$ cat src/rtl/wddl_xor_seq.sv


module wddl_xor_seq #(
  parameter int WIDTH       = 8,
  parameter int NUM_OPS     = 6,
  parameter int PRE_CYCLES  = 1,
  parameter int EVAL_CYCLES = 1
) (
  input  logic             clk,
  input  logic             rst,
  input  logic             in_valid,
  output logic             in_ready,
  input  logic [WIDTH-1:0] in_p,
  input  logic [WIDTH-1:0] in_n,
  output logic [WIDTH-1:0] xa_p,
  output logic [WIDTH-1:0] xa_n,
  output logic [WIDTH-1:0] xb_p,
  output logic [WIDTH-1:0] xb_n,
  input  logic [WIDTH-1:0] xy_p,
  input  logic [WIDTH-1:0] xy_n,
  output logic             out_valid,
  input  logic             out_ready,
  output logic [WIDTH-1:0] out_p,
  output logic [WIDTH-1:0] out_n,
  output logic             err,
  input  logic             err_clr
);
  localparam int CW   = $clog2(NUM_OPS + 1);
  localparam int TMAX = (PRE_CYCLES > EVAL_CYCLES) ?
                        PRE_CYCLES : EVAL_CYCLES;
  localparam int TW   = $clog2(TMAX + 1);

  localparam logic [2:0] S_IDLE = 3'd0;
  localparam logic [2:0] S_LOAD = 3'd1;
  localparam logic [2:0] S_PRE  = 3'd2;
  localparam logic [2:0] S_EVAL = 3'd3;
  localparam logic [2:0] S_DONE = 3'd4;

  localparam logic [CW-1:0] CNT_LAST  = CW'(NUM_OPS);
  localparam logic [TW-1:0] PRE_LAST  = TW'(PRE_CYCLES - 1);
  localparam logic [TW-1:0] EVAL_LAST = TW'(EVAL_CYCLES - 1);

  logic [2:0]       state_q, state_d;
  logic [WIDTH-1:0] acc_p_q, acc_p_d;
  logic [WIDTH-1:0] acc_n_q, acc_n_d;
  logic [WIDTH-1:0] op_p_q, op_p_d;
  logic [WIDTH-1:0] op_n_q, op_n_d;
  logic [CW-1:0]    cnt_q, cnt_d;
  logic [TW-1:0]    tmr_q, tmr_d;
  logic             err_q, err_d;

  logic             is_eval;
  logic             is_done;
  logic             accept;
  logic             bad_in;
  logic             pre_last;
  logic             eval_last;
  logic             pre_bad;
  logic             eval_bad;
  logic [CW-1:0]    cnt_inc;

  assign is_eval   = (state_q == S_EVAL);
  assign is_done   = (state_q == S_DONE);
  assign in_ready  = (state_q == S_IDLE) || (state_q == S_LOAD);
  assign accept    = in_valid && in_ready;
  assign bad_in    = accept && ((in_p ^ in_n) != '1);
  assign pre_last  = (state_q == S_PRE) && (tmr_q == PRE_LAST);
  assign eval_last = is_eval && (tmr_q == EVAL_LAST);
  assign pre_bad   = pre_last && (|(xy_p | xy_n));
  assign eval_bad  = eval_last && ((xy_p ^ xy_n) != '1);
  assign cnt_inc   = cnt_q + CW'(1);

  // gate inputs stay at spacer outside evaluation
  assign xa_p = is_eval ? acc_p_q : '0;
  assign xa_n = is_eval ? acc_n_q : '0;
  assign xb_p = is_eval ? op_p_q  : '0;
  assign xb_n = is_eval ? op_n_q  : '0;

  assign out_valid = is_done;
  assign out_p     = is_done ? acc_p_q : '0;
  assign out_n     = is_done ? acc_n_q : '0;
  assign err       = err_q;

  always_comb begin
    state_d = state_q;
    acc_p_d = acc_p_q;
    acc_n_d = acc_n_q;
    op_p_d  = op_p_q;
    op_n_d  = op_n_q;
    cnt_d   = cnt_q;
    tmr_d   = tmr_q;
    unique case (state_q)
      S_IDLE: begin
        if (accept) begin
          acc_p_d = in_p;
          acc_n_d = in_n;
          cnt_d   = CW'(1);
          state_d = S_LOAD;
        end
      end
      S_LOAD: begin
        if (accept) begin
          op_p_d  = in_p;
          op_n_d  = in_n;
          tmr_d   = '0;
          state_d = S_PRE;
        end
      end
      S_PRE: begin
        if (pre_last) begin
          tmr_d   = '0;
          state_d = S_EVAL;
        end else begin
          tmr_d = tmr_q + TW'(1);
        end
      end
      S_EVAL: begin
        if (eval_last) begin
          acc_p_d = xy_p;
          acc_n_d = xy_n;
          cnt_d   = cnt_inc;
          state_d = (cnt_inc == CNT_LAST) ? S_DONE : S_LOAD;
        end else begin
          tmr_d = tmr_q + TW'(1);
        end
      end
      S_DONE: begin
        if (out_ready) state_d = S_IDLE;
      end
      default: state_d = S_IDLE;
    endcase
  end

  // a new violation outranks a clear in the same cycle
  always_comb begin
    err_d = err_q;
    if (bad_in || pre_bad || eval_bad) err_d = 1'b1;
    else if (err_clr)                  err_d = 1'b0;
  end

  always_ff @(posedge clk or posedge rst) begin
    if (rst) begin
      state_q <= S_IDLE;
      acc_p_q <= '0;
      acc_n_q <= '0;
      op_p_q  <= '0;
      op_n_q  <= '0;
      cnt_q   <= '0;
      tmr_q   <= '0;
      err_q   <= 1'b0;
    end else begin
      state_q <= state_d;
      acc_p_q <= acc_p_d;
      acc_n_q <= acc_n_d;
      op_p_q  <= op_p_d;
      op_n_q  <= op_n_d;
      cnt_q   <= cnt_d;
      tmr_q   <= tmr_d;
      err_q   <= err_d;
    end
  end
endmodule
$ cat config.mk
export PLATFORM = sky130hd
export DESIGN_NAME = wddl_xor_seq
export DESIGN_NICKNAME = d
export VERILOG_FILES = /design/src/rtl/wddl_xor_seq.sv
export SDC_FILE = /design/constraint.sdc
export NUM_CORES = 1
export LEC_CHECK = 0
export CORE_MARGIN = 2
export CORE_UTILIZATION = 30
export CTS_BUF_LIST = sky130_fd_sc_hd__clkbuf_16
export CTS_CLUSTER_DIAMETER = 100
export DETAILED_ROUTE_END_ITERATION = 8
export DONT_BUFFER_PORTS = 1
export GPL_TIMING_DRIVEN = 0
export PLACE_DENSITY_LB_ADDON = 0.3
export SETUP_SLACK_MARGIN = 0.02
export SYNTH_ARGS = -nofsm -noshare
export SYNTH_HDL_FRONTEND = slang
export SYNTH_SLANG_ARGS = --single-unit
$ cat constraint.sdc
create_clock -name clk -period 3.8 [get_ports clk]
set_clock_uncertainty 0.15 [all_clocks]
set_input_delay 0.76 -clock clk [delete_from_list [all_inputs] [get_ports clk]]
set_output_delay 0.76 -clock clk [all_outputs]
set_load 0.005 [all_outputs]
==> results of run 1 <==
==> routing by layer <==
layer  routed length [um]  part of all wire  vias to the layer above  track usage
met2                 3040              0.46                       73        0.243
met1                 2930              0.44                      863        0.211
met3                  572             0.086                        6       0.0559
met5                    0                 0                        -            0
li1                     -                 -                      831            -
met4                   88             0.013                        0       0.0543
==> cell usage after synthesis, types with 2 or more instances <==
| cell | count |
|---|---|
| o211ai_1 | 2 |
| nand2_1 | 3 |
| clkbuf_1 | 3 |
| buf_6 | 4 |
| xor2_1 | 9 |
| nor2b_1 | 3 |
| nor2_1 | 21 |
| a21oi_1 | 7 |
| ha_1 | 10 |
| nand3b_1 | 2 |
| mux2i_1 | 16 |
| nand4_1 | 7 |
| a21oi_2 | 12 |
| inv_1 | 23 |
| and2_1 | 48 |
| dfrtp_1 | 40 |
| buf_4 | 4 |
| buf_2 | 3 |
| o21ai_0 | 4 |
| a211oi_1 | 2 |
| mux2_2 | 16 |
==> power groups by stage <==
stage	clock (mW)	sequential, mW	combinational [mW]
after floorplan	0	0.716	0.777
after global placement	0	0.752	0.926
after detailed placement	0	0.760	0.946
after CTS	0.488	0.755	0.947
after global routing	0.510	0.783	1.04
final	0.477	0.750	0.934
==> flip-flops by register name (all words and copies together) (netlist names) <==
register / cells
acc_p_q: 8
op_p_q: 8
state_q: 3
acc_n_q: 8
op_n_q: 8
err: 1
tmr_q: 1
cnt_q: 3
==> kinds of logic after synthesis <==
kind of cell    Yosys count  synth area share
xor+xnor                 10            0.0354
fa+ha+maj                10            0.0506
mux                      32             0.138
flops                    40             0.405
simple gates             88             0.201
compound gates           31            0.0946
buf+inv                  37            0.0759
==> area by class of cell <==
cell class | instances | area (um2) | share of cell area
Inverter | 23 | 86.3 | 0.0312
Clock buffer | 5 | 125 | 0.0452
Sequential cell | 40 | 1000 | 0.361
Clock inverter | 3 | 38.8 | 0.0140
Multi-Input combinational cell | 171 | 1280 | 0.464
Tap cell | 105 | 131 | 0.0474
Buffer | 14 | 101 | 0.0366
==> worst register-to-register path, cell delays in order (launching register included) <==
cell and delay (ns):
dfrtp_1 0.36, buf_4 0.17, nor2_1 0.30, and3_1 0.27, buf_4 0.19, buf_6 0.19, mux2_2 0.35
==> through the flow <==
step	total power [mW]	instance area, um2	cells	util	setup slack, ns
after floorplan	1.49	2470	248	-	1.57
after global placement	1.68	2610	353	0.322	1.06
after detailed placement	1.71	2610	353	0.322	1.01
after CTS	2.19	2770	361	0.342	0.692
after global routing	2.33	2770	361	0.342	0.501
final	2.16	2770	361	0.342	0.864
==> worst paths after layout <==
check,from,to,slack [ns],cells after the start
min in group asynchronous,rst,err$_DFFE_PP0P_,0.39,1
hold / removal,op_p_q[2]$_DFFE_PP0P_,op_p_q[2]$_DFFE_PP0P_,0.35,1
hold reg to reg,op_p_q[2]$_DFFE_PP0P_,op_p_q[2]$_DFFE_PP0P_,0.35,1
setup / recovery,state_q[1]$_DFFE_PP0P_,out_n[4],0.86,4
setup reg to reg,state_q[2]$_DFFE_PP0P_,op_n_q[2]$_DFFE_PP0P_,1.71,6
max in group asynchronous,rst,acc_n_q[2]$_DFFE_PP0P_,2.56,1
==> out/results.tsv, run 1 <==
metric	value	unit
status	finished clean	
wl	6630	um
worstMarginPinSlew	0.872	ns
num_rows	33	
grt_pass1_vias	1826	
core	8090	um2
drive_gt1_frac	0.191	
cts_resized	0	
powerDensity	780	nW/um2
syn_area_per_cell	9.97	um2
syn2layout_area_growth	11.9	%
nFillCells	850	
place_hpwl	5130	um
grt_max_degree	41	
hold_path.class	reg2reg	
syn_inst	248	
grt_usage	0.160	
clock.fmax	341	MHz
synth_top_area_share	0.405	
clk_pin_slew	0.06	ns
yosysWarnings	0	
fin_crit_sh	0.773	
cp_top_family	simple AND/OR/NAND/NOR gates	
cts_made_buffers	5	
grt_pass1_wl	10500	um
ctsHoldBuffers	0	
p_int	1.37	mW
final_cell_mix	and2_1, dfrtp_1, inv_1, nor2_1	
ys_types	30	
avgViaCountPerCell	4.91	
rsz0062_at_grt	false	
drv_cap	0	
synth_top_area_cell	dfrtp_1	
die_x	94.8	um
synth_edf_count	0	
numPortBuffers	0	
max_stage_delay	0.69	ns
cp_max_fo	10	
grt_overflow	0	
postRouteAntennaNets	0	
clkPwrFrac	0.221	
async_reset_ff_frac	1.00	
ctsHtreeMaxLevel	2	
crit_path_start_kind	flop	
syn_nets	295	
clock_sinks	40	
whs	0.346	ns
combPwrFrac	0.432	
hold_violations	0	
ys.flop_type	dfrtp_1	
power_switching	0.793	mW
cp-end-kind	primary output	
ys_ff_latch	40	
drv_slew	0	
final-setup-viol-count	0	
start_util	0.306	
p_leak	1.30	nW
crit_buf_inv	2	
synth.cell_area	2470	um2
maxSlewHeadroom	0.418	
cp.arrival	2.03	ns
vias	1773	
crit_chain	buf_6, nor3b_1, buf_2, and2_1	
drtPass1Iterations	4	
path_class	reg2out	
cts_tree	built	
min_period	2.94	ns
mostFrequentLayoutCell	and2_1	
ios	88	
ir_worst_vdd	0.307	mV
cts_root_buffer	clkbuf_16	
seqPwrFrac	0.347	
diodes	0	
synth_area_leaders	dfrtp_1, and2_1, mux2_2	
crit_required	2.89	ns
cts_setup_buffers	0	
clk_latency	0.29	ns
globalplace.congestion	0.788	
clockBufferDepth	2	
finalSetupTns	0	ns
drc	0	
die_h	94.8	um
swShare	0.367	
antenna_found_initial	0	
die-area	8990	um2
cp_slowest_cell	nor3b_1	
nets	302	
avgRoutedWirePerCell	18.4	um
yosysSeqAreaShare	0.405	
initialDrtViolationCount	59	
Power figures use the tool's default switching activity.
==> inputs of run 2 (changes only) <==
==> constraint.sdc (replaced) <==
create_clock -name clk -period 2.8 [get_ports clk]
set_clock_uncertainty 0.15 [all_clocks]
set_input_delay 0.56 -clock clk [delete_from_list [all_inputs] [get_ports clk]]
set_output_delay 0.56 -clock clk [all_outputs]
set_load 0.005 [all_outputs]
==> run 2 against run 1 <==
Global-route usage hardly changed. Critical endpoint is now xa_n[0]. Highest routed layer unchanged. Sequential share of layout area fell by 0.098 points. Worst hold slack worse by 0.16 ns. Critical path type unchanged. Sequential cell count did not move. Count of clock-buffer cells in the layout is the same. Non-clock buffer count did not move. Routed wire length shrank 0.11%. Die area is the same. Sequential power grew 36%. Cell count unchanged. Register-to-register slack got worse by 1.0 ns.
==> out/results.tsv, run 2 (synthesized netlist as in run 1, its figures left out) <==
metric	value	unit
die_x	94.8	um
ios	88	
final_cell_mix	and2_1, dfrtp_1, inv_1, nor2_1	
crit_chain	buf_2, nand2_1, nor2_1, clkbuf_1, and2_1	
worstSetupStartpoint	state_q[0]$_DFFE_PP0P_	
cp_top_family	simple AND/OR/NAND/NOR gates	
postRouteAntennaNets	0	
die_h	94.8	um
fin_crit_sh	0.915	
r2r-end	op_n_q[2]$_DFFE_PP0P_	
grt_pass1_wl	10500	um
globalplace.congestion	0.788	
cts_tree	built	
grt_max_degree	41	
path_class	reg2out	
r2r-start	state_q[2]$_DFFE_PP0P_	
max_stage_delay	0.39	ns
grt_overflow	0	
clk_latency	0.29	ns
avgRoutedWirePerCell	18.3	um
cp-end-kind	primary output	
whs	0.190	ns
clock_sinks	40	
clockBufferDepth	2	
wl	6620	um
grt_pass1_vias	1826	
antenna_found_initial	0	
vias	1767	
crit_required	2.09	ns
final-setup-viol-count	0	
nets	302	
p_leak	1.31	nW
die-area	8990	um2
status	finished clean	
hold_violations	0	
clock.fmax	390	MHz
crit_path_start_kind	flop	
cts_made_buffers	5	
numPortBuffers	0	
ir_worst_vdd	0.418	mV
cp_max_fo	10	
powerDensity	1060	nW/um2
place_hpwl	5130	um
start_util	0.306	
diodes	0	
cp_slowest_cell	dfrtp_1	
clk_pin_slew	0.06	ns
r2r_cells	6	
rsz0062_at_grt	false	
initialDrtViolationCount	59	
core	8090	um2
mostFrequentLayoutCell	and2_1	
drive_gt1_frac	0.203	
drtPass1Iterations	4	
syn2layout_area_growth	12.2	%
worstMarginPinSlew	0.873	ns
ctsHoldBuffers	0	
min_period	2.56	ns
ctsHtreeMaxLevel	2	
power	2.94	mW
reg2reg_slack	0.70	ns
hold_path.class	in2async	
crit_buf_inv	2	
crit_path_end	xa_n[0]	
drv_cap	0	
drv_slew	0	
cp.arrival	1.85	ns
cts_root_buffer	clkbuf_16	
maxSlewHeadroom	0.417	
finalSetupTns	0	ns
avgViaCountPerCell	4.89	
drc	0	
crit_cells	5	
num_rows	33	
grt_usage	0.160	
## run 2: cell types whose count changed in the layout (fill, tap and decap cells not counted)
cell	before	now
nor3b_1	1	0
clkbuf_1	3	1
clkbuf_2	0	2
nor3b_2	0	1
## run 2: per-stage QoR
stage	area (um2)	std cells	setup WS, ns	util
finish	2780	361	0.237	0.343
global route	2780	361	0.0895	0.343
global placement	2610	353	0.262	0.322
CTS	2770	361	0.132	0.343
floorplan	2470	248	0.767	-
detailed placement	2610	353	0.211	0.322
## run 2: cell type report
class / count / area (um2)
buffer: 14 / 104
clock buffer: 5 / 125
clock inverter: 3 / 38.8
fill: 849 / 5320
inverter: 23 / 86.3
multi-input combinational: 171 / 1290
sequential: 40 / 1000
tap: 105 / 131
## run 2: report_power, final
group | switching, mW | leakage (nW) | internal [mW]
registers | 0.160 | 0.462 | 0.859
clock network | 0.233 | 0.0850 | 0.416
logic | 0.690 | 0.762 | 0.586
## run 2: worst min path at each step
| stage | startpoint | end | slack [ns] |
|---|---|---|---|
| 6_report | rst | err$_DFFE_PP0P_ | 0.19 |
| 5_1_grt | out_ready | state_q[2]$_DFFE_PP0P_ | 0.24 |
| 4_1_cts | out_ready | state_q[2]$_DFFE_PP0P_ | 0.22 |
| 3_5_place_dp | op_p_q[0]$_DFFE_PP0P_ | op_p_q[0]$_DFFE_PP0P_ | 0.34 |
| 3_3_place_gp | op_p_q[2]$_DFFE_PP0P_ | op_p_q[2]$_DFFE_PP0P_ | 0.33 |
| 2_1_floorplan | op_n_q[5]$_DFFE_PP0P_ | op_n_q[5]$_DFFE_PP0P_ | 0.32 |
## run 2: metal layers
| metal | vias up | GRT usage | part of all wire |
|---|---|---|---|
| met5 | - | 0 | 0 |
| met4 | 0 | 0.0543 | 0.013 |
| met2 | 63 | 0.243 | 0.46 |
| met1 | 866 | 0.211 | 0.44 |
| li1 | 832 | - | - |
| met3 | 6 | 0.0559 | 0.084 |
## run 2: repair_timing
item                                    in CTS  in global routing
setup buffers                                0                  0
resized for setup                            1                  4
endpoints found under the setup margin       9                 11
cloned                                       0                  0
pin swaps                                    0                  0
==> inputs of run 3 (changes only) <==
--- a/config.mk
+++ b/config.mk
@@ -7,7 +7,7 @@
 export LEC_CHECK = 0
 export CORE_MARGIN = 2
 export CORE_UTILIZATION = 30
-export CTS_BUF_LIST = sky130_fd_sc_hd__clkbuf_16
+export CTS_BUF_LIST = sky130_fd_sc_hd__clkbuf_8
 export CTS_CLUSTER_DIAMETER = 100
 export DETAILED_ROUTE_END_ITERATION = 8
 export DONT_BUFFER_PORTS = 1
==> run 3 against run 2 <==
Utilization down 0.70 points. Worst setup slack worse by 0.0045 ns. Worst hold slack got worse by 0.014 ns. Critical path depth stayed put. Largest cell class unchanged. Sequential power about the same. First-iteration DRC count rose by 42%. Die area did not move. Design area is 2.0% lower. Global-route usage fell by 0.40 points. Total power fell by 6.2%. Count of clock-buffer cells in the layout unchanged.
==> out/results.tsv, run 3 (synthesized netlist as in run 1, its figures left out) <==
metric	value	unit
status	finished clean	
power	2.76	mW
globalplace.congestion	0.788	
drv_slew	0	
initialDrtViolationCount	84	
final_cell_mix	and2_1, dfrtp_1, inv_1, nor2_1	
drc	0	
die-area	8990	um2
nFillCells	852	
die_x	94.8	um
finalSetupTns	0	ns
worstMarginPinSlew	0.871	ns
hold_path.class	in2async	
rsz0062_at_grt	false	
ctsHtreeMaxLevel	2	
drtPass1Iterations	4	
crit_path_start_kind	flop	
grt_overflow	0	
antenna_found_initial	0	
ir_worst_vdd	0.424	mV
grt_pass1_wl	10400	um
r2r_cells	6	
hold_violations	0	
path_class	reg2out	
grt_pass1_vias	1802	
postRouteAntennaNets	0	
drv_cap	0	
whs	0.175	ns
clock_sinks	40	
timing.final.ws_setup	0.233	ns
start_util	0.306	
cts_root_buffer	clkbuf_8	
place_ws	0.211	ns
min_period	2.57	ns
grt_max_degree	41	
ctsHoldBuffers	0	
cp_max_fo	10	
avgRoutedWirePerCell	18.1	um
place_hpwl	5130	um
clk_latency	0.29	ns
vias	1771	
p_leak	1.28	nW
final-setup-viol-count	0	
clock.fmax	389	MHz
reg2reg_slack	0.69	ns
cp.arrival	1.86	ns
final_core_util	0.336	
clockBufferDepth	2	
grt_usage	0.156	
cp-end-kind	primary output	
cts_made_buffers	5	
avgViaCountPerCell	4.91	
diodes	0	
num_rows	33	
core	8090	um2
syn2layout_area_growth	9.96	%
crit_required	2.09	ns
powerDensity	1010	nW/um2
fin_crit_sh	0.917	
numPortBuffers	0	
mostFrequentLayoutCell	and2_1	
nets	302	
wl	6550	um
ios	88	
die_h	94.8	um
drive_gt1_frac	0.203	
cts_tree	built	
maxSlewHeadroom	0.418	
clk_pin_slew	0.09	ns
[run 3: timing repair]
item | 4_1_cts | 5_1_grt
resized for setup | 1 | 4
setup buffers | 0 | 0
setup endpoints to repair | 9 | 20
[run 3: power by group]
group,internal [mW],total (mW),switching [mW]
sequential,0.857,1.02,0.160
combinational,0.586,1.27,0.688
clock,0.261,0.470,0.208
[run 3: final timing paths]
kind / startpoint / endpoint
setup / recovery: state_q[0]$_DFFE_PP0P_ / xa_n[0]
hold / removal: rst / err$_DFFE_PP0P_
setup reg to reg: state_q[2]$_DFFE_PP0P_ / op_n_q[2]$_DFFE_PP0P_
hold reg to reg: op_p_q[2]$_DFFE_PP0P_ / op_p_q[2]$_DFFE_PP0P_
max in group asynchronous: rst / acc_n_q[2]$_DFFE_PP0P_
min in group clk: out_ready / state_q[2]$_DFFE_PP0P_
[run 3: through the flow]
stage,cell area [um2],cells
2_1_floorplan,2470,248
3_3_place_gp,2610,353
3_5_place_dp,2610,353
4_1_cts,2720,361
5_1_grt,2720,361
6_report,2720,361
[run 3: layout make-up]
cell class,instances,area [um2],share of cell area
buffer,14,104,0.0382
sequential,40,1000,0.368
clock buffer,5,68.8,0.0253
inverter,23,86.3,0.0317
multi-input combinational,171,1290,0.474
tap,105,131,0.0483
clock inverter,3,38.8,0.0143
[run 3: per-layer routing]
metal | vias up | track usage | share of wire
li1 | 831 | - | -
met1 | 871 | 0.212 | 0.45
met2 | 64 | 0.243 | 0.46
met3 | 5 | 0.0447 | 0.079
met4 | 0 | 0.0399 | 0.0085
met5 | - | 0 | 0
[run 3: worst max-delay path, cell delays in order, from the launching register on]
cell and delay, ns:
dfrtp_1 0.40, buf_2 0.23, nand2_1 0.07, nor2_1 0.35, clkbuf_1 0.31, and2_1 0.20
